$ cat src/rtl/pipeline_decode_stage.sv
// Decode stage: register file, immediate generator and a registered ID/EX boundary
// with valid/ready handshake, flush, WB-to-ID bypass and load-use stall detection.
module pipeline_decode_stage #(
  parameter int unsigned XLEN      = 32,
  parameter int unsigned NREGS     = 32,
  parameter bit          BYPASS_EN = 1'b1
) (
  input  logic            clk_i,
  input  logic            rst_ni,
  input  logic            if_valid_i,
  output logic            id_ready_o,
  input  logic [31:0]     instruction_i,
  input  logic [XLEN-1:0] pc_i,
  input  logic            wb_we_i,
  input  logic [4:0]      wb_addr_i,
  input  logic [XLEN-1:0] wb_data_i,
  input  logic            ex_ready_i,
  input  logic [4:0]      ex_rd_i,
  input  logic            ex_mem_read_i,
  input  logic            flush_i,
  output logic            id_valid_o,
  output logic            hazard_stall_o,
  output logic [31:0]     instruction_o,
  output logic [XLEN-1:0] pc_o,
  output logic [6:0]      opcode_o,
  output logic [2:0]      funct3_o,
  output logic [6:0]      funct7_o,
  output logic [4:0]      rs1_o,
  output logic [4:0]      rs2_o,
  output logic [4:0]      rd_o,
  output logic [XLEN-1:0] rs1_data_o,
  output logic [XLEN-1:0] rs2_data_o,
  output logic [XLEN-1:0] imm_o
);

  localparam int unsigned AW      = $clog2(NREGS);
  localparam logic [5:0]  NRegsW  = 6'(NREGS);

  logic [XLEN-1:0] rf_q [NREGS];

  logic [4:0]      rs1_addr, rs2_addr;
  logic [XLEN-1:0] rs1_data, rs2_data;
  logic [31:0]     imm32;
  logic [XLEN-1:0] imm_ext;
  logic            wb_write;
  logic            capture, load;
  logic            valid_d, valid_q;
  logic [31:0]     instr_q;
  logic [XLEN-1:0] pc_q, rs1_data_q, rs2_data_q, imm_q;

  assign rs1_addr = instruction_i[19:15];
  assign rs2_addr = instruction_i[24:20];
  assign wb_write = wb_we_i && (wb_addr_i != 5'd0) && ({1'b0, wb_addr_i} < NRegsW);

  // Out-of-range addresses read as zero; write-first forwarding only for real registers.
  function automatic logic [XLEN-1:0] rf_read(input logic [4:0] addr);
    logic [XLEN-1:0] val;
    val = '0;
    if (addr != 5'd0 && {1'b0, addr} < NRegsW) begin
      if (BYPASS_EN && wb_write && wb_addr_i == addr) val = wb_data_i;
      else                                              val = rf_q[addr[AW-1:0]];
    end
    return val;
  endfunction

  always_comb begin
    rs1_data = rf_read(rs1_addr);
    rs2_data = rf_read(rs2_addr);
  end

  always_ff @(posedge clk_i or negedge rst_ni) begin
    if (!rst_ni) begin
      for (int unsigned i = 0; i < NREGS; i++) rf_q[i] <= '0;
    end else if (wb_write) begin
      rf_q[wb_addr_i[AW-1:0]] <= wb_data_i;
    end
  end

  always_comb begin
    imm32 = {{20{instruction_i[31]}}, instruction_i[31:20]};
    case (instruction_i[6:0])
      7'b0100011: imm32 = {{20{instruction_i[31]}}, instruction_i[31:25], instruction_i[11:7]};
      7'b1100011: imm32 = {{19{instruction_i[31]}}, instruction_i[31], instruction_i[7],
                           instruction_i[30:25], instruction_i[11:8], 1'b0};
      7'b0110111,
      7'b0010111: imm32 = {instruction_i[31:12], 12'b0};
      7'b1101111: imm32 = {{11{instruction_i[31]}}, instruction_i[31], instruction_i[19:12],
                           instruction_i[20], instruction_i[30:21], 1'b0};
      default:    imm32 = {{20{instruction_i[31]}}, instruction_i[31:20]};
    endcase
  end

  assign imm_ext = XLEN'($signed(imm32));

  assign hazard_stall_o = if_valid_i & ex_mem_read_i & (ex_rd_i != 5'd0) &
                          ((ex_rd_i == rs1_addr) | (ex_rd_i == rs2_addr));
  assign id_ready_o     = (!valid_q | ex_ready_i) & !hazard_stall_o;
  assign capture        = if_valid_i & id_ready_o;
  assign load           = capture & !flush_i;

  // Flush beats capture; an idle consumed slot becomes a bubble.
  always_comb begin
    valid_d = valid_q;
    if (flush_i)         valid_d = 1'b0;
    else if (capture)    valid_d = 1'b1;
    else if (ex_ready_i) valid_d = 1'b0;
  end

  always_ff @(posedge clk_i or negedge rst_ni) begin
    if (!rst_ni) begin
      valid_q    <= 1'b0;
      instr_q    <= '0;
      pc_q       <= '0;
      rs1_data_q <= '0;
      rs2_data_q <= '0;
      imm_q      <= '0;
    end else begin
      valid_q <= valid_d;
      if (load) begin
        instr_q    <= instruction_i;
        pc_q       <= pc_i;
        rs1_data_q <= rs1_data;
        rs2_data_q <= rs2_data;
        imm_q      <= imm_ext;
      end
    end
  end

  assign id_valid_o    = valid_q;
  assign instruction_o = instr_q;
  assign pc_o          = pc_q;
  assign opcode_o      = instr_q[6:0];
  assign funct3_o      = instr_q[14:12];
  assign funct7_o      = instr_q[31:25];
  assign rs1_o         = instr_q[19:15];
  assign rs2_o         = instr_q[24:20];
  assign rd_o          = instr_q[11:7];
  assign rs1_data_o    = rs1_data_q;
  assign rs2_data_o    = rs2_data_q;
  assign imm_o         = imm_q;

endmodule

$ cat config.mk
export PLATFORM = sky130hd
export DESIGN_NAME = pipeline_decode_stage
export DESIGN_NICKNAME = d
export VERILOG_FILES = /design/src/rtl/pipeline_decode_stage.sv
export SDC_FILE = /design/constraint.sdc
export NUM_CORES = 2
export LEC_CHECK = 0
export CAP_MARGIN = 10
export CORE_MARGIN = 5
export CORE_UTILIZATION = 60
export DETAILED_ROUTE_END_ITERATION = 10
export GPL_ROUTABILITY_DRIVEN = 0
export PLACE_DENSITY_LB_ADDON = 0.1
export SYNTH_ARGS = -nofsm -noshare
export SYNTH_HDL_FRONTEND = slang
export SYNTH_SLANG_ARGS = --single-unit
$ cat constraint.sdc
create_clock -name clk_i -period 4.65 [get_ports clk_i]
set_input_delay 0.465 -clock clk_i [delete_from_list [all_inputs] [get_ports clk_i]]
set_output_delay 0.465 -clock clk_i [all_outputs]
set_load 0.1 [all_outputs]
Yosys cells after proc, flatten, opt, wreduce, memory -nomap -nowiden. Cells that the tools add are included.

Flip-flop bits (word level): 1185. Input bits: 113. Output and inout bits: 195. Logic and storage cells: 92.

Magnitude comparators: 4. Equality and inequality tests: 9. Mux-type cells: 17. Bitwise operators: 11. Reductions and logical operators: 13.

Operators by type and width (count): 1024-bit bitwise mux (1); 32-bit binary-select mux with 5-bit select (2); 32-bit 2-to-1 mux (9); 32-bit demux with 5-bit select (1); 31-bit case mux with 4 select lines (1); 5-bit == test (4); 5-bit nonzero test (4); 6-bit >= comparator, second input constant (3); 5-bit NOT with 6-bit output (3); 7-bit by 6-bit == test with 1-bit output, second input constant (2); 7-bit == test, second input constant (2); 7-bit by 5-bit == test with 1-bit output, second input constant (1); 1-bit AND (6); 6-bit by 1-bit less-than comparator with 1-bit output, second input constant (1); 1-bit logical AND (4); 1-bit zero test (3); 1-bit 2-to-1 mux (3); 3-bit nonzero test (1); 1-bit bitwise OR (2); 2-bit OR reduction (1).

Longest topological paths before layout.
Depth in word-level cells: 8. Gate-level depth with buffers: 11. Depth with buffers taken out: 6.

Least setup slack after synthesis. Ideal clock, no wire load.

Path kind: input port to output port. Start: input instruction_i[20]. End: output id_ready_o. Arrival time: 3627 ps. Data required time: 4185 ps. Setup slack: 558 ps. Stages on the path: 7. Path buffers: 2. Cells stage by stage: buf_2 -> buf_6 -> xor2_1 -> nor3_1 -> a22oi_1 -> nor2_1 -> nor2_1.

Cells in the longest elaborated chain, start to end: 5.

Ends and longest elaborated chain: start, declared (line 12) `input logic [31:0] instruction_i,`; 5-bit == test (line 96) `((ex_rd_i == rs1_addr) | (ex_rd_i == rs2_addr));`; 1-bit bitwise OR (line 96); 1-bit AND (line 95) `assign hazard_stall_o = if_valid_i & ex_mem_read_i & (ex_rd_i != 5'd0) &`; via hazard_stall_o (line 22) `output logic hazard_stall_o,`; 1-bit zero test (line 97) `assign id_ready_o = (!valid_q | ex_ready_i) & !hazard_stall_o;`; 1-bit AND (line 97); end, declared (line 11) `output logic id_ready_o,`.

The timed path passes the listed nets, and every way through them passes these cells.

Worst setup path in the final report.
Start: input ex_rd_i[0]. End: output id_ready_o.

Cells in the longest elaborated chain, start to end: 5.

Ends and longest elaborated chain: start, declared (line 18) `input logic [4:0] ex_rd_i,`; 5-bit == test / 5-bit nonzero test (equally long branches) (line 96, 95); 1-bit bitwise OR / 1-bit AND (equally long branches) (line 96, 95); 1-bit AND * (line 95); 1-bit zero test * (line 97); 1-bit AND * (line 97).

Every way passes the cells marked *; elsewhere a longest branch is shown, timed or not.

==> impl_metrics.yaml <==
power_and_ir_drop:
  p_leak_nw: 29.64
  power_per_cell_area_nw_per_um2: 483.9
  max-vdd-ir-drop_mv: 0.4846
hold_path:
  min_path_cells: 3
  hold_class: "input port to register"
setup_path:
  crit_chain: "clkdlybuf4s50_1 > or4_1 > o211ai_1 > nor2_1 > nor2_1 > buf_4"
  cp.arrival_ps: 2640
  cp_slowest_cell: "or4_1"
  crit_type: "input port to output pin"
  cp.required_ps: 4180
  rrSetupSlack_ps: 1800
  startpoint_type: "input port"
  reg2reg_depth: 7
  cp_top_family: "simple AND/OR/NAND/NOR gates"
  critical_path_depth: 6
  end_kind: "output pin"
  cp_max_fo: 6
  path_buf_inv: 2
  crit_path_max_incr_delay_ps: 550
  cp_common_cell: "nor2_1"
clocking:
  cts_tree: "yes"
  post_cts_buffers: 0
  clk_path_buf_depth: 3
  cts_sinks: 1184
  clk_pin_slew_ps: 60
  clk-insertion-delay-late_ps: 740
  h-tree-depth: 4
  cts_buffers: 131
  ctsResizeCount: 0
  cts_hold_buffers: 1
  root_buffer: "clkbuf_16"
sta:
  hold_violations: 0
  rsz0062_at_grt: "false"
  fin_worst_hold_slack_ps: 96.80
  worst_slew_pin_slew_ps: 1200
  fin_crit_ps: 3100
  slew_viol_final: 0
  slew_headroom_pct: 19.72
  setup_viol_count_final: 0
  final_min_period_over_clock_period_pct: 66.67
  fin_skew_ps: 19.38
  fmax_mhz: 322.6
  fin_setup_tns_ps: 0
detailed_routing:
  drt-initial-drc-count: 4351
  vias_per_cell: 6.790
  ant_nets: 0
  dr.pass1.iters: 5
  wirelength_um: 179800
  drc: 0
  num_vias: 40620
  wl_per_cell_um: 30.06
cells_and_area:
  fill_cells: 6905
  layoutNonFillerInstCount: 5982
  drive_gt1_share_pct: 31.49
  stdcell_area_um2: 68190
  nets: 4701
  syn2layout_area_growth_pct: 14.17
placed_design:
  post_dp_cell_area_um2: 63730
  port_buffers: 307
  post-dp-hpwl_um: 102600
  dp.cells: 5741
synthesis:
  synthFlopType: "dfrtp_1"
  yosysSeqAreaShare_pct: 49.61
  yosys-top-cells-area: "dfrtp_1 (50%), mux4_2 (22%), mux2_2 (10%)"
  avgSynthCellArea_um2: 13.15
  ys_types: 47
  syn_nets: 4655
  synthArstFlopShare_pct: 100.0
  synthesis.instances: 4542
  synth.largest_area_cell: "dfrtp_1"
  netlist.area_leader.share_pct: 49.61
  yosysWarnings: 0
  synthesis.area_um2: 59720
  synth-seq-cells: 1184
  synth_edf_count: 0
global_route:
  antenna_found_initial: 4
  grt.total_usage_pct: 34.26
  grt_max_degree: 136
  grt_pass1_vias: 41449
  gr-total-overflow: 0
  grt_pass1_wl_um: 273200
floorplanning:
  rows: 115
  die_area_um2: 106000
  io_pins: 308
  die_w_um: 325.5
  core-area_um2: 98560
  floorplan.initialDensity_pct: 60.60
  dieHeight_um: 325.5
outcome:
  status: "finished, final reports clean"
run:
  drv_cap: 0
==> kinds of logic (layout without fill, tap and decap cells) <==
family	Yosys count	in the layout	share of synthesized area (%)
buf+inv	520	669	3.693
xor+xnor	20	20	0.2933
simple gates	901	901	6.038
compound gates	669	669	6.285
mux	1248	1248	34.08
flops	1184	1184	49.61
other cells	0	4	0
==> cells in the mapped netlist (all sizes together), types with 11 or more instances <==
| cell type | number |
|---|---|
| dfrtp | 1184 |
| clkbuf | 359 |
| o21ai | 507 |
| buf | 126 |
| nand2 | 751 |
| a221o | 32 |
| mux2i | 129 |
| a21oi | 21 |
| nor2 | 65 |
| o221ai | 31 |
| and2 | 32 |
| mux2 | 545 |
| o22ai | 63 |
| nand3 | 11 |
| mux4 | 574 |
| inv | 35 |
| xor2 | 14 |
==> tightest hold or removal path: stages <==
cell,delay [ps]
buf_4,190
nand2_1,90
nand2_1,50
==> stage by stage <==
| stage | setup slack, ps | util, % | power (mW) |
|---|---|---|---|
| after floorplan | 557.9 | - | 19.98 |
| after global placement | 1220 | 64.66 | 22.18 |
| after detailed placement | 1137 | 64.66 | 22.43 |
| after CTS | 1558 | 69.17 | 33.09 |
| after global routing | 1384 | 69.18 | 34.28 |
| final | 1550 | 69.18 | 33.00 |
==> layout by cell type, fill, tap and decap left out, types with 3 or more instances in the layout <==
master	n
a21oi_1	21
a221o_1	32
a221oi_1	4
and2_1	32
buf_12	35
buf_4	59
buf_8	5
bufinv_16	8
clkbuf_1	23
clkbuf_16	134
clkbuf_8	37
clkdlybuf4s50_1	297
clkinv_2	19
clkinv_8	3
dfrtp_1	1184
diode_2	4
inv_1	33
inv_6	9
mux2_2	545
mux2i_1	129
mux4_2	574
nand2_1	735
nand2_4	15
nand3_1	11
nand3b_1	6
nor2_1	49
nor2_4	16
nor2b_1	3
nor3_1	5
nor3b_1	8
nor4_1	3
o21ai_0	482
o21ai_1	24
o221ai_1	31
o22ai_1	63
or2_2	4
or4_1	3
xnor2_1	6
xor2_1	14
==> report_power, final <==
part | internal [mW] | total, mW | switching (mW)
Clock | 6.34 | 10.7 | 4.32
Combinational | 3.67 | 8.57 | 4.89
Sequential | 12.2 | 13.8 | 1.53
Total | 22.3 | 33.0 | 10.7
==> worst paths after layout <==
| kind | start | endpoint |
|---|---|---|
| min in group asynchronous | rst_ni | rf_q[567] |
| worst min-delay path | instruction_i[22] | instruction_o[22] |
| worst max register to register | id_valid_o | rs1_data_o[6] |
| worst max-delay path | ex_rd_i[0] | id_ready_o |
| max in group asynchronous | rst_ni | rf_q[40] |
| worst min register to register | rf_q[1019] | rf_q[1019] |
==> layout make-up <==
class / instances / area, um^2 / area share [%]
antenna: 4 / 10.01 / 0.01468
clock buffer: 194 / 3949 / 5.791
clock inverter: 42 / 486.7 / 0.7138
inverter: 35 / 136.4 / 0.2000
multi-input combinational: 2838 / 28150 / 41.29
sequential: 1184 / 29630 / 43.45
tap: 1287 / 1610 / 2.362
timing repair buffer: 398 / 4213 / 6.178
==> sequential cells by signal, indices dropped and copies added (netlist names) <==
register       cells
id_valid_o         1
rs2_data_o        32
rs1_data_o        32
pc_o              32
imm_o             31
rf_q            1024
instruction_o     32
==> routing by layer <==
metal / wire, um / global-route usage, % / vias up
li1: - / - / 16830
met1: 71240 / 47.68 / 21488
met2: 86910 / 54.56 / 1887
met3: 14350 / 6.953 / 415
met4: 7327 / 12.77 / 0
met5: 0 / 0 / -
No activity file was read; power rests on OpenSTA's default activity.
